==> config.mk <==
export PLATFORM = sky130hd
export DESIGN_NAME = spi_reg_target
export DESIGN_NICKNAME = d
export VERILOG_FILES = /design/src/rtl/spi_reg_target.sv
export SDC_FILE = /design/constraint.sdc
export NUM_CORES = 1
export LEC_CHECK = 0
export CAP_MARGIN = 20
export CORE_ASPECT_RATIO = 1.4
export CORE_MARGIN = 1.5
export CORE_UTILIZATION = 47
export DETAILED_ROUTE_END_ITERATION = 8
export PLACE_DENSITY = 0.7
export SETUP_SLACK_MARGIN = 0.1
export SYNTH_ARGS = -nofsm -noshare
export SYNTH_HDL_FRONTEND = slang
export SYNTH_SLANG_ARGS = --single-unit
==> constraint.sdc <==
create_clock -name clk_i -period 5.5 [get_ports clk_i]
set_clock_uncertainty 0.2 [all_clocks]
set_input_delay 0.55 -clock clk_i [delete_from_list [all_inputs] [get_ports clk_i]]
set_output_delay 0.55 -clock clk_i [all_outputs]
set_load 0.03 [all_outputs]
==> src/rtl/spi_reg_target.sv <==
// SPI mode-0 target that bridges an external initiator onto a byte-wide register bus.
// SCLK, MOSI and CS_n are oversampled in the clk_i domain and never used as clocks.
module spi_reg_target #(
  parameter int         ADDR_WIDTH  = 8,
  parameter int         SYNC_STAGES = 2,
  parameter logic [7:0] ID_BYTE     = 8'hA5
) (
  input  logic                  clk_i,
  input  logic                  reset_n_i,
  input  logic                  sclk_i,
  input  logic                  mosi_i,
  input  logic                  cs_n_i,
  output logic                  miso_o,
  output logic                  miso_oe_o,
  output logic [ADDR_WIDTH-1:0] reg_addr_o,
  output logic [7:0]            reg_wdata_o,
  output logic                  reg_we_o,
  output logic                  reg_re_o,
  input  logic [7:0]            reg_rdata_i,
  output logic                  active_o
);

  localparam logic [7:0] CMD_WRITE = 8'h02;
  localparam logic [7:0] CMD_READ  = 8'h03;

  typedef enum logic [2:0] {
    IDLE,
    CMD,
    ADDR,
    WDATA,
    RDATA,
    SKIP
  } spiState_t;

  logic [SYNC_STAGES-1:0] sclkSync_q, mosiSync_q, csSync_q;
  logic                   sclkS, mosiS, csS;
  logic                   sclkRise, sclkFall, byteDone;
  logic [7:0]             rxByte;

  spiState_t              state_q, state_d;
  logic                   isRead_q, isRead_d;
  logic                   sclkPrev_q, sclkPrev_d;
  logic [2:0]             bitCnt_q, bitCnt_d;
  logic [6:0]             rxShift_q, rxShift_d;
  logic [6:0]             txShift_q, txShift_d;
  logic [7:0]             txNext_q, txNext_d;
  logic                   miso_q, miso_d;
  logic [ADDR_WIDTH-1:0]  addr_q, addr_d;
  logic [7:0]             wdata_q, wdata_d;
  logic                   we_q, we_d;
  logic                   re_q, re_d;
  logic                   reLoad_q, reLoad_d;

  // CS_n resets high so a reset never looks like a select.
  always_ff @(posedge clk_i or negedge reset_n_i) begin
    if (!reset_n_i) begin
      sclkSync_q <= '0;
      mosiSync_q <= '0;
      csSync_q   <= '1;
    end else begin
      sclkSync_q <= {sclkSync_q[SYNC_STAGES-2:0], sclk_i};
      mosiSync_q <= {mosiSync_q[SYNC_STAGES-2:0], mosi_i};
      csSync_q   <= {csSync_q[SYNC_STAGES-2:0], cs_n_i};
    end
  end

  assign sclkS    = sclkSync_q[SYNC_STAGES-1];
  assign mosiS    = mosiSync_q[SYNC_STAGES-1];
  assign csS      = csSync_q[SYNC_STAGES-1];
  assign sclkRise = sclkS & ~sclkPrev_q;
  assign sclkFall = ~sclkS & sclkPrev_q;
  assign rxByte   = {rxShift_q, mosiS};
  assign byteDone = (state_q != IDLE) && sclkRise && (bitCnt_q == 3'd7);

  always_ff @(posedge clk_i or negedge reset_n_i) begin
    if (!reset_n_i) begin
      state_q    <= IDLE;
      isRead_q   <= 1'b0;
      sclkPrev_q <= 1'b0;
      bitCnt_q   <= '0;
      rxShift_q  <= '0;
      txShift_q  <= '0;
      txNext_q   <= '0;
      miso_q     <= 1'b1;
      addr_q     <= '0;
      wdata_q    <= '0;
      we_q       <= 1'b0;
      re_q       <= 1'b0;
      reLoad_q   <= 1'b0;
    end else begin
      state_q    <= state_d;
      isRead_q   <= isRead_d;
      sclkPrev_q <= sclkPrev_d;
      bitCnt_q   <= bitCnt_d;
      rxShift_q  <= rxShift_d;
      txShift_q  <= txShift_d;
      txNext_q   <= txNext_d;
      miso_q     <= miso_d;
      addr_q     <= addr_d;
      wdata_q    <= wdata_d;
      we_q       <= we_d;
      re_q       <= re_d;
      reLoad_q   <= reLoad_d;
    end
  end

  always_comb begin
    state_d    = state_q;
    isRead_d   = isRead_q;
    sclkPrev_d = sclkS;
    bitCnt_d   = bitCnt_q;
    rxShift_d  = rxShift_q;
    txShift_d  = txShift_q;
    txNext_d   = txNext_q;
    miso_d     = miso_q;
    addr_d     = addr_q;
    wdata_d    = wdata_q;
    we_d       = 1'b0;
    re_d       = 1'b0;
    reLoad_d   = re_q;

    // Read data is valid one cycle after the RE strobe; it becomes the next byte to shift out.
    if (reLoad_q) txNext_d = reg_rdata_i;
    if (we_q) addr_d = addr_q + 1'b1;

    if (state_q == IDLE) begin
      miso_d = 1'b1;
      if (!csS) begin
        state_d   = CMD;
        txShift_d = ID_BYTE[6:0];
        miso_d    = ID_BYTE[7];
        txNext_d  = 8'h00;
        bitCnt_d  = '0;
        rxShift_d = '0;
      end
    end else begin
      if (sclkRise) begin
        rxShift_d = rxByte[6:0];
        bitCnt_d  = bitCnt_q + 3'd1;
      end

      // A fall with the counter at zero starts a new byte, so take the queued one.
      if (sclkFall) begin
        if (bitCnt_q == 3'd0) begin
          txShift_d = txNext_q[6:0];
          miso_d    = txNext_q[7];
        end else begin
          txShift_d = {txShift_q[5:0], 1'b0};
          miso_d    = txShift_q[6];
        end
      end
      if (state_q == SKIP) miso_d = 1'b1;

      if (byteDone) begin
        case (state_q)
          CMD: begin
            if (rxByte == CMD_WRITE || rxByte == CMD_READ) begin
              state_d  = ADDR;
              isRead_d = (rxByte == CMD_READ);
              txNext_d = 8'h00;
            end else begin
              state_d  = SKIP;
              txNext_d = 8'hFF;
            end
          end
          ADDR: begin
            addr_d = rxByte[ADDR_WIDTH-1:0];
            if (isRead_q) begin
              state_d = RDATA;
              re_d    = 1'b1;
            end else begin
              state_d  = WDATA;
              txNext_d = 8'h00;
            end
          end
          WDATA: begin
            wdata_d = rxByte;
            we_d    = 1'b1;
          end
          RDATA: begin
            addr_d = addr_q + 1'b1;
            re_d   = 1'b1;
          end
          default: ;
        endcase
      end

      // Deselect ends the transaction; a byte completing in the same cycle keeps its strobe.
      if (csS) begin
        state_d = IDLE;
        miso_d  = 1'b1;
      end
    end
  end

  assign miso_o      = miso_q;
  assign miso_oe_o   = ~csS;
  assign reg_addr_o  = addr_q;
  assign reg_wdata_o = wdata_q;
  assign reg_we_o    = we_q;
  assign reg_re_o    = re_q;
  assign active_o    = (state_q != IDLE);

endmodule

==> impl_metrics.json, run 1 <==
{
  "outcome": "finished, final reports clean",
  "synth_edf_count": 0,
  "syn-cell-area_mm2": 0.002654,
  "r2r_start": "state_q[0]",
  "r2r_end": "bitCnt_q[0]",
  "cp_top_family": "buffers and inverters",
  "leakage_nw": 1.347,
  "wirelength_um": 5316,
  "cp.required_ps": 4750,
  "min_path_type": "input port to asynchronous set/reset pin",
  "ioPinCount": 34,
  "power_w": 0.0007341,
  "rrSetupSlack_ps": 3260,
  "yosysMostFrequentCell": "dfrtp_1",
  "place_hpwl_um": 3690,
  "cellPowerDensity_mw_per_mm2": 236.2,
  "maxCapViolCount": 0,
  "critPathArrivalTime_ps": 1920,
  "syn_to_final_growth_pct": 17.11,
  "htree_levels": 2,
  "yosys_register_bits": 56,
  "slew_headroom_pct": 40.14,
  "cp_cell_sequence": "nor3_4 -> inv_2 -> clkdlybuf4s50_1",
  "antenna_found_initial": 0,
  "antenna_left": 0,
  "cts_buffer_depth": 2,
  "synth_area_leaders": "dfrtp_1, mux2i_1, mux2_1, dfstp_2, a22o_1",
  "tightest_slew_ps": 896.1,
  "fmax_ghz": 0.3741,
  "async_flop_share_pct": 100.0,
  "peakVddDrop_mv": 0.1652,
  "synth_top_flop_cell": "dfrtp_1",
  "clk_latency_ps": 320,
  "slowest_delay_ps": 690,
  "rsz0062_at_grt": "no",
  "grt_pass1_wl_um": 8631,
  "finalSetupViolCount": 0,
  "overflow": 0,
  "netlist.area_leader.share_pct": 49.98,
  "yosys-top-cells-count": "dfrtp_1, mux2i_1, nand2_1, nor2_1, o21ai_1",
  "synth_cells": 225,
  "io_buffers": 33,
  "synth_cell_type_count": 53,
  "routedWlPerCell_um": 16.36,
  "vias": 1826,
  "fin_tns_setup_ps": 0,
  "finalMaxSlewViolations": 0,
  "period_share_pct": 48.60,
  "tritoncts": "built",
  "die_x_um": 66.51,
  "drt_iter0_drc": 108,
  "ctsHoldBuffers": 0,
  "numCtsBuffers": 5,
  "synth_seq_area_share_pct": 52.95,
  "cts_resized": 0,
  "period_needed_ps": 2673,
  "start_util_pct": 48.38,
  "crit_type": "flop to output port",
  "drive_gt1_share_pct": 12.06,
  "syn_avg_cell_area_um2": 11.79,
  "cts_root_buffer": "clkbuf_8",
  "syn_nets": 242,
  "core_area_mm2": 0.005485,
  "worst_setup_path_start_kind": "flop",
  "drc_errors": 0,
  "critical_path_cell_count": 3,
  "place_congestion": 0.7784,
  "first_global_vias": 1759,
  "worstRegToRegCells": 4,
  "fin_nets": 273,
  "dieArea_mm2": 0.006112,
  "grtUsageTotal_pct": 18.82,
  "end_kind": "output port",
  "worstPathMaxFanout": 14,
  "timing.hold.ws_ps": 153.1,
  "rows": 32,
  "crit_start": "state_q[0]",
  "timing.final.hold_violations": 0,
  "grt_max_degree": 57,
  "diodes": 0,
  "clock-sinks": 56,
  "vias_per_cell": 5.618,
  "fp.dieH_um": 91.91,
  "dr.pass1.iters": 4,
  "path_buf_inv": 2,
  "post_cts_buffers": 0,
  "yosysTopAreaCell": "dfrtp_1",
  "clkSlewWorstSetupHoldPaths_ps": 110,
  "crit_slowest_cell": "dfrtp_1",
  "yosys_warnings": 0
}
[routing by layer]
layer | global-route usage, % | vias up | routed length, um
li1 | - | 882 | -
met1 | 24.65 | 890 | 2472
met3 | 4.049 | 13 | 181
met2 | 28.67 | 41 | 2500
met5 | 0 | - | 0
met4 | 10.37 | 0 | 161
[area by class of cell]
type                    count  area, um2
flip-flops and latches     56       1405
clock inverters             3      27.53
inverters                   6      22.52
well taps                  68      85.08
fillers                   480       2377
multi-input cells         153       1166
clock buffers               5      68.82
repair buffers             34      332.8
[logic make-up after synthesis]
kind of cell / synth area share [%]
AO/OA/AOI/OAI: 15.61
XOR/XNOR: 1.933
adder cells (fa/ha/maj): 1.886
buffers and inverters: 3.111
flip-flops: 52.95
multiplexers: 10.42
AND/OR/NAND/NOR: 14.10
[power breakdown]
group,switching (W),internal (W)
Combinational,0.0000314,0.0000290
Clock,0.000144,0.0000938
Sequential,0.0000120,0.000424
Total,0.000187,0.000547
[registers in the layout, summed over array words and instances, names as in the netlist, 2 cells and up]
name and flops:
state_q 3, sclkSync_q 2, reg_addr_o 8, txShift_q 7, mosiSync_q 2, bitCnt_q 3
txNext_q 8, rxShift_q 7, reg_wdata_o 8, csSync_q 2
[cell usage in the layout, fill, tap and decap left out, drive strengths merged, types with 2 or more instances in the layout]
cell type       n
nor2           13
inv             7
nand3           4
a22oi           2
xor2            4
nor3            8
a41oi           2
a21oi           8
a2bb2oi         2
o21ai          15
nor2b           3
nor3b           2
dfrtp          53
a211oi          4
nand2          11
ha              4
mux2           10
dfstp           3
o22ai           3
buf             2
o2bb2ai         5
nand2b          7
nor4            3
clkdlybuf4s50  32
mux2i          16
clkbuf          5
a22o            9
o31ai           5
[worst max-delay path by stage]
stage | end | slack (ps)
floorplan | reg_wdata_o[0] | 3590
global placement | active_o | 3220
detailed placement | active_o | 3190
CTS | active_o | 2820
global route | active_o | 2740
finish | active_o | 2830
[stage by stage]
stage               util, %  setup slack [ps]  cell area, um2  cells
global placement      54.90              3219            3012    317
detailed placement    54.90              3191            3012    317
global route          56.66              2740            3108    325
CTS                   56.66              2817            3108    325
finish                56.66              2827            3108    325
floorplan                 -              3588            2654    225
(Power assumes the default switching activity.)
==> run 2: changes to the inputs <==
- clock period: 5.5 -> 2.7 ns (I/O delays scaled with it)
==> impl_metrics.json, run 2 (synthesis gave the netlist of run 1 again) <==
{
  "timing.final.hold_violations": 0,
  "htree_levels": 2,
  "peakVddDrop_mv": 0.3262,
  "first_global_vias": 1844,
  "tightest_slew_ps": 673.9,
  "rows": 32,
  "end_kind": "output port",
  "leakage_nw": 1.362,
  "rsz0062_at_grt": "no",
  "layout.cells.non_filler": 328,
  "grt_max_degree": 25,
  "mostFrequentLayoutCell": "dfrtp_1",
  "finalMaxSlewViolations": 0,
  "critPathArrivalTime_ps": 1930,
  "drive_gt1_share_pct": 12.69,
  "fin_nets": 276,
  "drc_errors": 0,
  "fin_tns_setup_ps": 0,
  "ioPinCount": 34,
  "fmax_ghz": 0.4163,
  "die_x_um": 66.51,
  "maxCapViolCount": 0,
  "placed_area_mm2": 0.003027,
  "wirelength_um": 5609,
  "slew_headroom_pct": 54.88,
  "clk_latency_ps": 310,
  "placed_cells": 319,
  "dieArea_mm2": 0.006112,
  "cellPowerDensity_mw_per_mm2": 470.3,
  "place_hpwl_um": 4051,
  "cp.required_ps": 2230,
  "clock-sinks": 56,
  "finalSetupViolCount": 0,
  "grt_pass1_wl_um": 9356,
  "rrSetupSlack_ps": 480,
  "antenna_found_initial": 0,
  "overflow": 0,
  "timing.final.ws_setup_ps": 297.9,
  "fp.dieH_um": 91.91,
  "start_util_pct": 48.38,
  "vias": 1861,
  "min_path_type": "flop to flop",
  "cts_buffer_depth": 2,
  "vias_per_cell": 5.674,
  "tritoncts": "built",
  "period_needed_ps": 2402,
  "crit_type": "flop to output port",
  "cts_root_buffer": "clkbuf_8",
  "core_area_mm2": 0.005485,
  "diodes": 0,
  "grtUsageTotal_pct": 20.42,
  "routedWlPerCell_um": 17.10,
  "place_congestion": 0.8115,
  "clkSlewWorstSetupHoldPaths_ps": 100,
  "worst_setup_path_start_kind": "flop",
  "worstPathMaxFanout": 14,
  "period_share_pct": 88.97,
  "cts_resized": 0,
  "outcome": "finished, final reports clean",
  "io_buffers": 33,
  "antenna_left": 0,
  "final_area_mm2": 0.003124,
  "dr.pass1.iters": 4,
  "numCtsBuffers": 5,
  "drt_iter0_drc": 96,
  "mostFrequentLayoutCells": "dfrtp_1, clkdlybuf4s50_1, mux2i_1",
  "power_w": 0.001469,
  "post-place-ws_ps": 492.0,
  "syn_to_final_growth_pct": 17.73
}
## run 2: cell types whose count changed in the layout (fill, tap and decap cells not counted)
cell	change
buf_4	+2
clkinv_2	+2
clkinvlp_4	-1
dlygate4sd3_1	+1
inv_8	-1
## run 2: report_power, final
group / internal [W] / switching, W / total (W) / leakage, nW
clock network: 0.000181 / 0.000268 / 0.000450 / 0.0479
registers: 0.000864 / 0.0000252 / 0.000889 / 0.744
logic: 0.0000645 / 0.0000661 / 0.000131 / 0.571
total: 0.00111 / 0.000360 / 0.00147 / 1.36
## run 2: layer usage
layer | vias to the layer above | wire, um | GRT usage (%)
li1 | 893 | - | -
met1 | 920 | 2406 | 26.67
met2 | 42 | 2889 | 33.42
met5 | - | 0 | 0
met3 | 6 | 217 | 3.313
met4 | 0 | 96 | 8.163
## run 2: critical path, stage by stage, from the launching register on
cell	delay, ps
dfrtp_1	700
nor3_4	100
inv_2	130
clkdlybuf4s50_1	680
## run 2: final timing paths
| kind | from | to | cells after the start |
|---|---|---|---|
| min in group asynchronous | reset_n_i | txShift_q[4] | 2 |
| worst min register to register | csSync_q[0] | csSync_q[1] | 0 |
| worst max register to register | state_q[1] | bitCnt_q[0] | 4 |
| worst max-delay path | state_q[1] | active_o | 3 |
| worst min-delay path | csSync_q[0] | csSync_q[1] | 0 |
| max in group asynchronous | reset_n_i | reg_addr_o[4] | 3 |
## run 2: stage by stage
step | util, % | hold WS (ps)
floorplan | - | -225.6
global placement | 55.18 | 73.35
detailed placement | 55.18 | 77.44
CTS | 56.96 | 158.1
global route | 56.96 | 142.7
finish | 56.96 | 160.1
## run 2: final cells by class
class                   instances  area (um2)
fillers                       491        2361
flip-flops and latches         56        1405
multi-input cells             153        1166
repair buffers                 37       357.8
well taps                      68       85.08
clock buffers                   5       68.82
inverters                       6       22.52
clock inverters                 3       18.77
## run 2: timing repair
item,in CTS,in global routing
hold endpoints to repair,19,0
hold buffers,1,0
buffers inserted,0,0
==> run 3: changes to the inputs <==
- SETUP_SLACK_MARGIN: 0.1 -> not set
==> results of run 3 <==
Final layout, timing and power as in run 2 (identical DEF).
